## src/rtl/ram_access_ctrl_pkg.sv

```systemverilog
// ram_access_ctrl_pkg
// Shared widths and timeout defaults for the RAM access controller and its
// timer, plus a helper that sizes the read-timeout counter.
//   DEF_DATA_WIDTH : default data bus width
//   DEF_ADDR_WIDTH : default address width
//   DEF_RD_TIMEOUT : default number of READ cycles before a read gives up
//   timer_width()  : counter width needed to count up to a given timeout
package ram_access_ctrl_pkg;

  localparam int DEF_DATA_WIDTH = 8;
  localparam int DEF_ADDR_WIDTH = 4;
  localparam int DEF_RD_TIMEOUT = 16;

  // One extra bit over $clog2 so the counter can hold the timeout value itself.
  function automatic int timer_width(input int timeout);
    return $clog2(timeout) + 1;
  endfunction

endpackage

```

## src/rtl/ram_ctrl_timer.sv

```systemverilog
// ram_ctrl_timer
// Clearable saturating up-counter with a done flag, used to bound how long
// the controller waits for read data.
//   clk    : rising-edge clock
//   rstn   : asynchronous active-low reset, clears the count
//   i_clr  : synchronous clear (takes priority over i_en)
//   i_en   : count enable
//   o_done : high while the count equals LIMIT
module ram_ctrl_timer #(
  parameter int WIDTH = 5,
  parameter int LIMIT = 15
) (
  input  logic clk,
  input  logic rstn,
  input  logic i_clr,
  input  logic i_en,
  output logic o_done
);

  localparam logic [WIDTH-1:0] LIMIT_C = WIDTH'(LIMIT);

  logic [WIDTH-1:0] r_count;

  // Counting stops at LIMIT so the count never wraps back to zero.
  always_ff @(posedge clk or negedge rstn) begin
    if (!rstn) begin
      r_count <= '0;
    end else if (i_clr) begin
      r_count <= '0;
    end else if (i_en && (r_count != LIMIT_C)) begin
      r_count <= r_count + WIDTH'(1);
    end
  end

  assign o_done = (r_count == LIMIT_C);

endmodule

```

## src/rtl/ram_access_ctrl.sv

```systemverilog
// ram_access_ctrl
// Request/response front end for a simple single-port RAM. Writes are issued
// for one cycle and complete silently (wr_done pulse); reads wait for the RAM's
// out_en strobe, bounded by RD_TIMEOUT cycles, and return data or an error
// through a valid/ready response channel. All outputs are registered.
//   clk, rstn                                : clock, async active-low reset
//   req_valid/req_ready/req_wr/req_addr/req_wdata : request channel
//   rsp_valid/rsp_ready/rsp_rdata/rsp_err    : read response channel
//   wr_done                                  : one-cycle write-issued pulse
//   ram_en/ram_wr_rd/ram_addr/ram_data_in    : RAM command (direct to RAM)
//   ram_data_out/ram_out_en                  : RAM read data and its valid
module ram_access_ctrl
  import ram_access_ctrl_pkg::*;
#(
  parameter int DATA_WIDTH = DEF_DATA_WIDTH,
  parameter int ADDR_WIDTH = DEF_ADDR_WIDTH,
  parameter int RD_TIMEOUT = DEF_RD_TIMEOUT
) (
  input  logic                  clk,
  input  logic                  rstn,
  input  logic                  req_valid,
  output logic                  req_ready,
  input  logic                  req_wr,
  input  logic [ADDR_WIDTH-1:0] req_addr,
  input  logic [DATA_WIDTH-1:0] req_wdata,
  output logic                  rsp_valid,
  input  logic                  rsp_ready,
  output logic [DATA_WIDTH-1:0] rsp_rdata,
  output logic                  rsp_err,
  output logic                  wr_done,
  output logic                  ram_en,
  output logic                  ram_wr_rd,
  output logic [ADDR_WIDTH-1:0] ram_addr,
  output logic [DATA_WIDTH-1:0] ram_data_in,
  input  logic [DATA_WIDTH-1:0] ram_data_out,
  input  logic                  ram_out_en
);

  localparam int TIMER_W = timer_width(RD_TIMEOUT);

  typedef enum logic [1:0] {
    S_IDLE  = 2'd0,
    S_WRITE = 2'd1,
    S_READ  = 2'd2,
    S_RESP  = 2'd3
  } state_t;

  state_t                r_state;
  logic                  r_req_ready;
  logic [ADDR_WIDTH-1:0] r_cap_addr;
  logic [DATA_WIDTH-1:0] r_cap_wdata;
  logic                  r_ram_en;
  logic                  r_ram_wr_rd;
  logic [ADDR_WIDTH-1:0] r_ram_addr;
  logic [DATA_WIDTH-1:0] r_ram_data_in;
  logic                  r_wr_done;
  logic                  r_rsp_valid;
  logic [DATA_WIDTH-1:0] r_rsp_rdata;
  logic                  r_rsp_err;

  state_t                w_state_next;
  logic [ADDR_WIDTH-1:0] w_cap_addr_next;
  logic [DATA_WIDTH-1:0] w_cap_wdata_next;
  logic                  w_ram_en_next;
  logic                  w_ram_wr_rd_next;
  logic [ADDR_WIDTH-1:0] w_ram_addr_next;
  logic [DATA_WIDTH-1:0] w_ram_data_in_next;
  logic                  w_wr_done_next;
  logic                  w_rsp_valid_next;
  logic [DATA_WIDTH-1:0] w_rsp_rdata_next;
  logic                  w_rsp_err_next;
  logic                  w_accept;
  logic                  w_in_read;
  logic                  w_timer_done;

  assign w_accept  = req_valid && r_req_ready;
  assign w_in_read = (r_state == S_READ);

  // Timer sits at LIMIT = RD_TIMEOUT-1 during the last allowed READ cycle.
  ram_ctrl_timer #(
    .WIDTH (TIMER_W),
    .LIMIT (RD_TIMEOUT - 1)
  ) u_timer (
    .clk    (clk),
    .rstn   (rstn),
    .i_clr  (w_accept),
    .i_en   (w_in_read),
    .o_done (w_timer_done)
  );

  // RAM command outputs are computed one cycle ahead so that they appear
  // registered in the state they belong to; everything defaults to idle.
  always_comb begin
    w_state_next       = r_state;
    w_cap_addr_next    = r_cap_addr;
    w_cap_wdata_next   = r_cap_wdata;
    w_ram_en_next      = 1'b0;
    w_ram_wr_rd_next   = 1'b0;
    w_ram_addr_next    = '0;
    w_ram_data_in_next = '0;
    w_wr_done_next     = 1'b0;
    w_rsp_valid_next   = 1'b0;
    w_rsp_rdata_next   = r_rsp_rdata;
    w_rsp_err_next     = r_rsp_err;

    case (r_state)
      S_IDLE: begin
        if (w_accept) begin
          w_cap_addr_next  = req_addr;
          w_cap_wdata_next = req_wdata;
          w_ram_en_next    = 1'b1;
          w_ram_addr_next  = w_cap_addr_next;
          if (req_wr) begin
            w_state_next       = S_WRITE;
            w_ram_wr_rd_next   = 1'b1;
            w_ram_data_in_next = w_cap_wdata_next;
            w_wr_done_next     = 1'b1;
          end else begin
            w_state_next = S_READ;
          end
        end
      end

      S_WRITE: begin
        w_state_next = S_IDLE;
      end

      // Data arriving on the final timeout cycle wins over the error.
      S_READ: begin
        if (ram_out_en) begin
          w_state_next     = S_RESP;
          w_rsp_valid_next = 1'b1;
          w_rsp_rdata_next = ram_data_out;
          w_rsp_err_next   = 1'b0;
        end else if (w_timer_done) begin
          w_state_next     = S_RESP;
          w_rsp_valid_next = 1'b1;
          w_rsp_rdata_next = '0;
          w_rsp_err_next   = 1'b1;
        end else begin
          w_ram_en_next   = 1'b1;
          w_ram_addr_next = r_cap_addr;
        end
      end

      S_RESP: begin
        if (rsp_ready) begin
          w_state_next = S_IDLE;
        end else begin
          w_rsp_valid_next = 1'b1;
        end
      end

      default: begin
        w_state_next = S_IDLE;
      end
    endcase
  end

  // req_ready is registered from the next state so it stays low through reset
  // and rises on the first clock after release.
  always_ff @(posedge clk or negedge rstn) begin
    if (!rstn) begin
      r_state       <= S_IDLE;
      r_req_ready   <= 1'b0;
      r_cap_addr    <= '0;
      r_cap_wdata   <= '0;
      r_ram_en      <= 1'b0;
      r_ram_wr_rd   <= 1'b0;
      r_ram_addr    <= '0;
      r_ram_data_in <= '0;
      r_wr_done     <= 1'b0;
      r_rsp_valid   <= 1'b0;
      r_rsp_rdata   <= '0;
      r_rsp_err     <= 1'b0;
    end else begin
      r_state       <= w_state_next;
      r_req_ready   <= (w_state_next == S_IDLE);
      r_cap_addr    <= w_cap_addr_next;
      r_cap_wdata   <= w_cap_wdata_next;
      r_ram_en      <= w_ram_en_next;
      r_ram_wr_rd   <= w_ram_wr_rd_next;
      r_ram_addr    <= w_ram_addr_next;
      r_ram_data_in <= w_ram_data_in_next;
      r_wr_done     <= w_wr_done_next;
      r_rsp_valid   <= w_rsp_valid_next;
      r_rsp_rdata   <= w_rsp_rdata_next;
      r_rsp_err     <= w_rsp_err_next;
    end
  end

  assign req_ready   = r_req_ready;
  assign rsp_valid   = r_rsp_valid;
  assign rsp_rdata   = r_rsp_rdata;
  assign rsp_err     = r_rsp_err;
  assign wr_done     = r_wr_done;
  assign ram_en      = r_ram_en;
  assign ram_wr_rd   = r_ram_wr_rd;
  assign ram_addr    = r_ram_addr;
  assign ram_data_in = r_ram_data_in;

endmodule
```

## config.mk

```make
export PLATFORM = sky130hd
export DESIGN_NAME = ram_access_ctrl
export DESIGN_NICKNAME = d
export VERILOG_FILES = /design/src/rtl/ram_access_ctrl_pkg.sv /design/src/rtl/ram_ctrl_timer.sv /design/src/rtl/ram_access_ctrl.sv
export SDC_FILE = /design/constraint.sdc
export NUM_CORES = 1
export LEC_CHECK = 0
export BUFFER_PORTS_ARGS = -buffer_cell sky130_fd_sc_hd__buf_2
export CAP_MARGIN = 25
export CORE_MARGIN = 2
export CORE_UTILIZATION = 45
export DETAILED_ROUTE_END_ITERATION = 8
export HOLD_SLACK_MARGIN = 0.03
export PLACE_DENSITY_LB_ADDON = 0.2
export SLEW_MARGIN = 25
export SYNTH_ARGS = -nofsm -noshare
export SYNTH_HDL_FRONTEND = slang
export SYNTH_HIERARCHICAL = 1
export SYNTH_SLANG_ARGS = --single-unit
export TNS_END_PERCENT = 5
```

## constraint.sdc

```tcl
create_clock -name clk -period 2.8 [get_ports clk]
set_input_delay 0.28 -clock clk [delete_from_list [all_inputs] [get_ports clk]]
set_output_delay 0.28 -clock clk [all_outputs]
set_load 0.05 [all_outputs]
```

==> out/qor.log <==
qor: run_status.run_status complete, no violations
qor: timing.worst_pin_slew 792 ps
qor: logic_synthesis.synth-seq-cells 36
qor: setup_path.critical_path.reg2reg.startpoint u_timer/r_count[0]
qor: setup_path.critical-path-max-stage-delay 530 ps
qor: logic_synthesis.synth.lib_cells_used.distinct 30
qor: clocking.clock_pin_slew_on_the_worst_setup_and_hold_paths 110 ps
qor: place.dpl_cell_area 1660 um2
qor: clocking.clk_root_buffer_cell clkbuf_4
qor: final_layout.n_fill_cell 265
qor: setup_path.worst-endpoint-required 3080 ps
qor: setup_path.most_used_cell_along_the_critical_path ha_1
qor: clocking.cts_inserted_buffers 5
qor: logic_synthesis.synth.area.top_cells dfrtp_1, a22o_1, and3_1
qor: clocking.clock_tree.htree_level_count 2
qor: detailed_routing.drc_errors 0
qor: detailed_routing.firstDrtPassIters 4
qor: logic_synthesis.post_syn_instances 100
qor: setup_path.crit_chain ha_1 -> and3_1 -> ha_1 -> o21ai_1 -> a22o_1
qor: setup_path.rr_worst_depth 5
qor: setup_path.crit_fanout 9
qor: hold_path.hold_class input pin to async pin
qor: detailed_routing.drt_iter0_drc 25
qor: final_layout.antenna_cells_inserted 0
qor: logic_synthesis.synthesis.yosys.warnings 6
qor: final_layout.area_delta_synth_final 27.2%
qor: power_and_ir_drop.power-per-cell-area 1200 nW/um2
qor: timing.final_min_period_over_clock_period 0.681
qor: setup_path.cp_data_arrival_time 2180 ps
qor: place.port-buffer-count 51
qor: setup_path.cpLargestDelayFamily compound AO/OA/AOI/OAI gates
qor: place.globalplace.congestion 0.660
qor: setup_path.worstReg2RegEnd rsp_rdata[3]
qor: power_and_ir_drop.worst_ir_drop_vdd 0.487 mV
qor: timing.slew_margin_rel 0.472
qor: global_route.groute.usage.overall 0.169
qor: global_route.vias_in_the_first_global_route 978
qor: timing.finalMaxSlewViolations 0
qor: detailed_routing.finalWirelength 2650 um
qor: floorplanning.row_count 20
qor: floorplanning.fp.dieArea 3520 um2
qor: timing.final.setup.tns 0 ps
qor: detailed_routing.dr_total_vias 986
qor: final_layout.drive_gt1_frac 0.410
qor: floorplanning.initial_standard_cell_utilization_of_the_core 0.463
qor: logic_synthesis.syn_area 1380 um2
qor: global_route.global_route_wire_length_before_repair 4270 um
qor: logic_synthesis.synth_top_area_share 0.654
qor: clocking.clkSinkCount 36
qor: global_route.globalRoute.totalOverflow 0
qor: power_and_ir_drop.p_total 2100 uW
qor: logic_synthesis.synth_area_leader_cell dfrtp_1
qor: clocking.max-clock-path-buffers 2
qor: final_layout.final_nets 183
qor: setup_path.worst-path-buf-inv 0
qor: timing.setup_repair_after_global_routing_missed_its_margin false
qor: clocking.tritoncts yes
qor: detailed_routing.avgViaCountPerCell 5.22
qor: logic_synthesis.register_area_share_after_synthesis 0.654
qor: global_route.grt_antenna_before_repair 0
qor: final_layout.fin_area 1750 um2
qor: timing.setup_viol 0
qor: timing.fmaxAchievable 525 MHz
qor: timing.clock_skew 9.75 ps
qor: final_layout.final-seq-area 901 um2
qor: floorplanning.number_of_top_level_pins 52
qor: final_layout.most_frequent_standard_cell_in_the_layout_excluding_fill_and_tap_cells buf_2
qor: global_route.pin_count_of_the_biggest_net_entering_global_routing 37
qor: clocking.clk_latency 330 ps
qor: setup_path.crit_type register to register
qor: logic_synthesis.syn-num-nets 128
qor: setup_path.ff2ff_setup_slack 890 ps
qor: setup_path.cpMaxStageDelayCell o21ai_1
qor: floorplanning.die_height 59.3 um
qor: detailed_routing.wl_per_cell 14.0 um
qor: floorplanning.fp.dieW 59.3 um
qor: run.max_cap_violations 0
qor: setup_path.worst_setup_path_start_kind register
qor: setup_path.nature_of_the_critical_path_endpoint register
qor: final_layout.top_library_cells_by_usage_in_the_layout_fill_and_taps_aside buf_2, dfrtp_1, a22o_1
qor: detailed_routing.ant_nets 0
qor: logic_synthesis.synth_area_per_cell 13.8 um2
qor: final_layout.post-route-util 0.588
qor: final_layout.multi_input_comb_area 440 um2
qor: place.place_hpwl 1860 um
qor: clocking.count_of_buffers_added_by_post_cts_timing_repair_for_setup 0
qor: power_and_ir_drop.p_leak 0.000978 uW
qor: clocking.cts_resized 0
qor: clocking.cts_hold_buffers 0
qor: timing.period_needed 1910 ps
qor: setup_path.crit_cells 5
qor: floorplanning.floorplan.core_area 2980 um2
qor: timing.report.final.hold_viol_count 0
-- cell families after synthesis --
family          synth area share
simple gates               0.131
compound gates             0.105
buf+inv                   0.0309
fa+ha+maj                 0.0182
flops                      0.654
xor+xnor                  0.0127
mux                       0.0481
-- layout make-up --
type	count	share of cell area
Sequential cell	36	0.514
Multi-Input combinational cell	57	0.251
Timing Repair Buffer	52	0.150
Clock buffer	7	0.0371
Tap cell	33	0.0236
Clock inverter	1	0.0171
Inverter	3	0.00643
-- worst register-to-register path: cells and delay by family, from the launching register on --
kind,cells,cell delay (ps)
AOI/OAI and AO/OA,2,780
adders and majority gates,2,490
DFF,1,430
and+or+nand+nor,1,160
-- cell usage after synthesis (all sizes together) --
library cell / instances
nand4: 1
nand2: 3
nor2: 6
and2b: 1
and2: 2
nor4bb: 1
o21a: 1
and3: 9
nor3: 1
o31ai: 1
or2: 1
dfrtp: 36
ha: 2
nor2b: 2
inv: 3
mux2i: 1
mux2: 5
a22o: 12
a211oi: 1
nand3b: 1
buf: 4
xnor2: 1
a21oi: 1
nor3b: 1
xor2: 1
o21bai: 1
o21ai: 1
-- per-stage QoR --
step	cells	worst slack, ps	hold slack [ps]
after detailed placement	181	898	411
after global placement	181	1010	388
after global routing	189	756	58.9
final	189	893	20.0
after floorplan	100	1100	-15.6
after CTS	189	868	32.8
-- flip-flops by register name, indices dropped and copies added (netlist names) --
register	cells
ram_data_in	8
rsp_rdata	8
u_timer/r_count	5
r_cap_addr	4
ram_addr	4
r_state	2
ram_en	1
req_ready	1
rsp_err	1
rsp_valid	1
wr_done	1
-- per-layer routing --
metal  GRT usage  wire length (um)  vias up
met5           0                 0        -
met4      0.0779                38        0
met3      0.0721               168        6
met2       0.286              1380       34
met1       0.181              1060      482
li1            -                 -      464
-- where the power goes --
part	total, uW	switching, uW	internal (uW)
clock	403	166	237
combinational	901	628	273
sequential	797	100	697
total	2100	894	1210
-- worst max-delay path by stage --
stage	from	to	slack, ps
5_1_grt	u_timer/r_count[0]	rsp_rdata[3]	760
4_1_cts	u_timer/r_count[0]	rsp_rdata[2]	870
6_report	u_timer/r_count[0]	rsp_rdata[3]	890
2_1_floorplan	u_timer/r_count[0]	u_timer/r_count[3]	1100
3_3_place_gp	u_timer/r_count[0]	rsp_rdata[0]	1010
3_5_place_dp	u_timer/r_count[0]	rsp_rdata[2]	900
(Power assumes the default switching activity.)
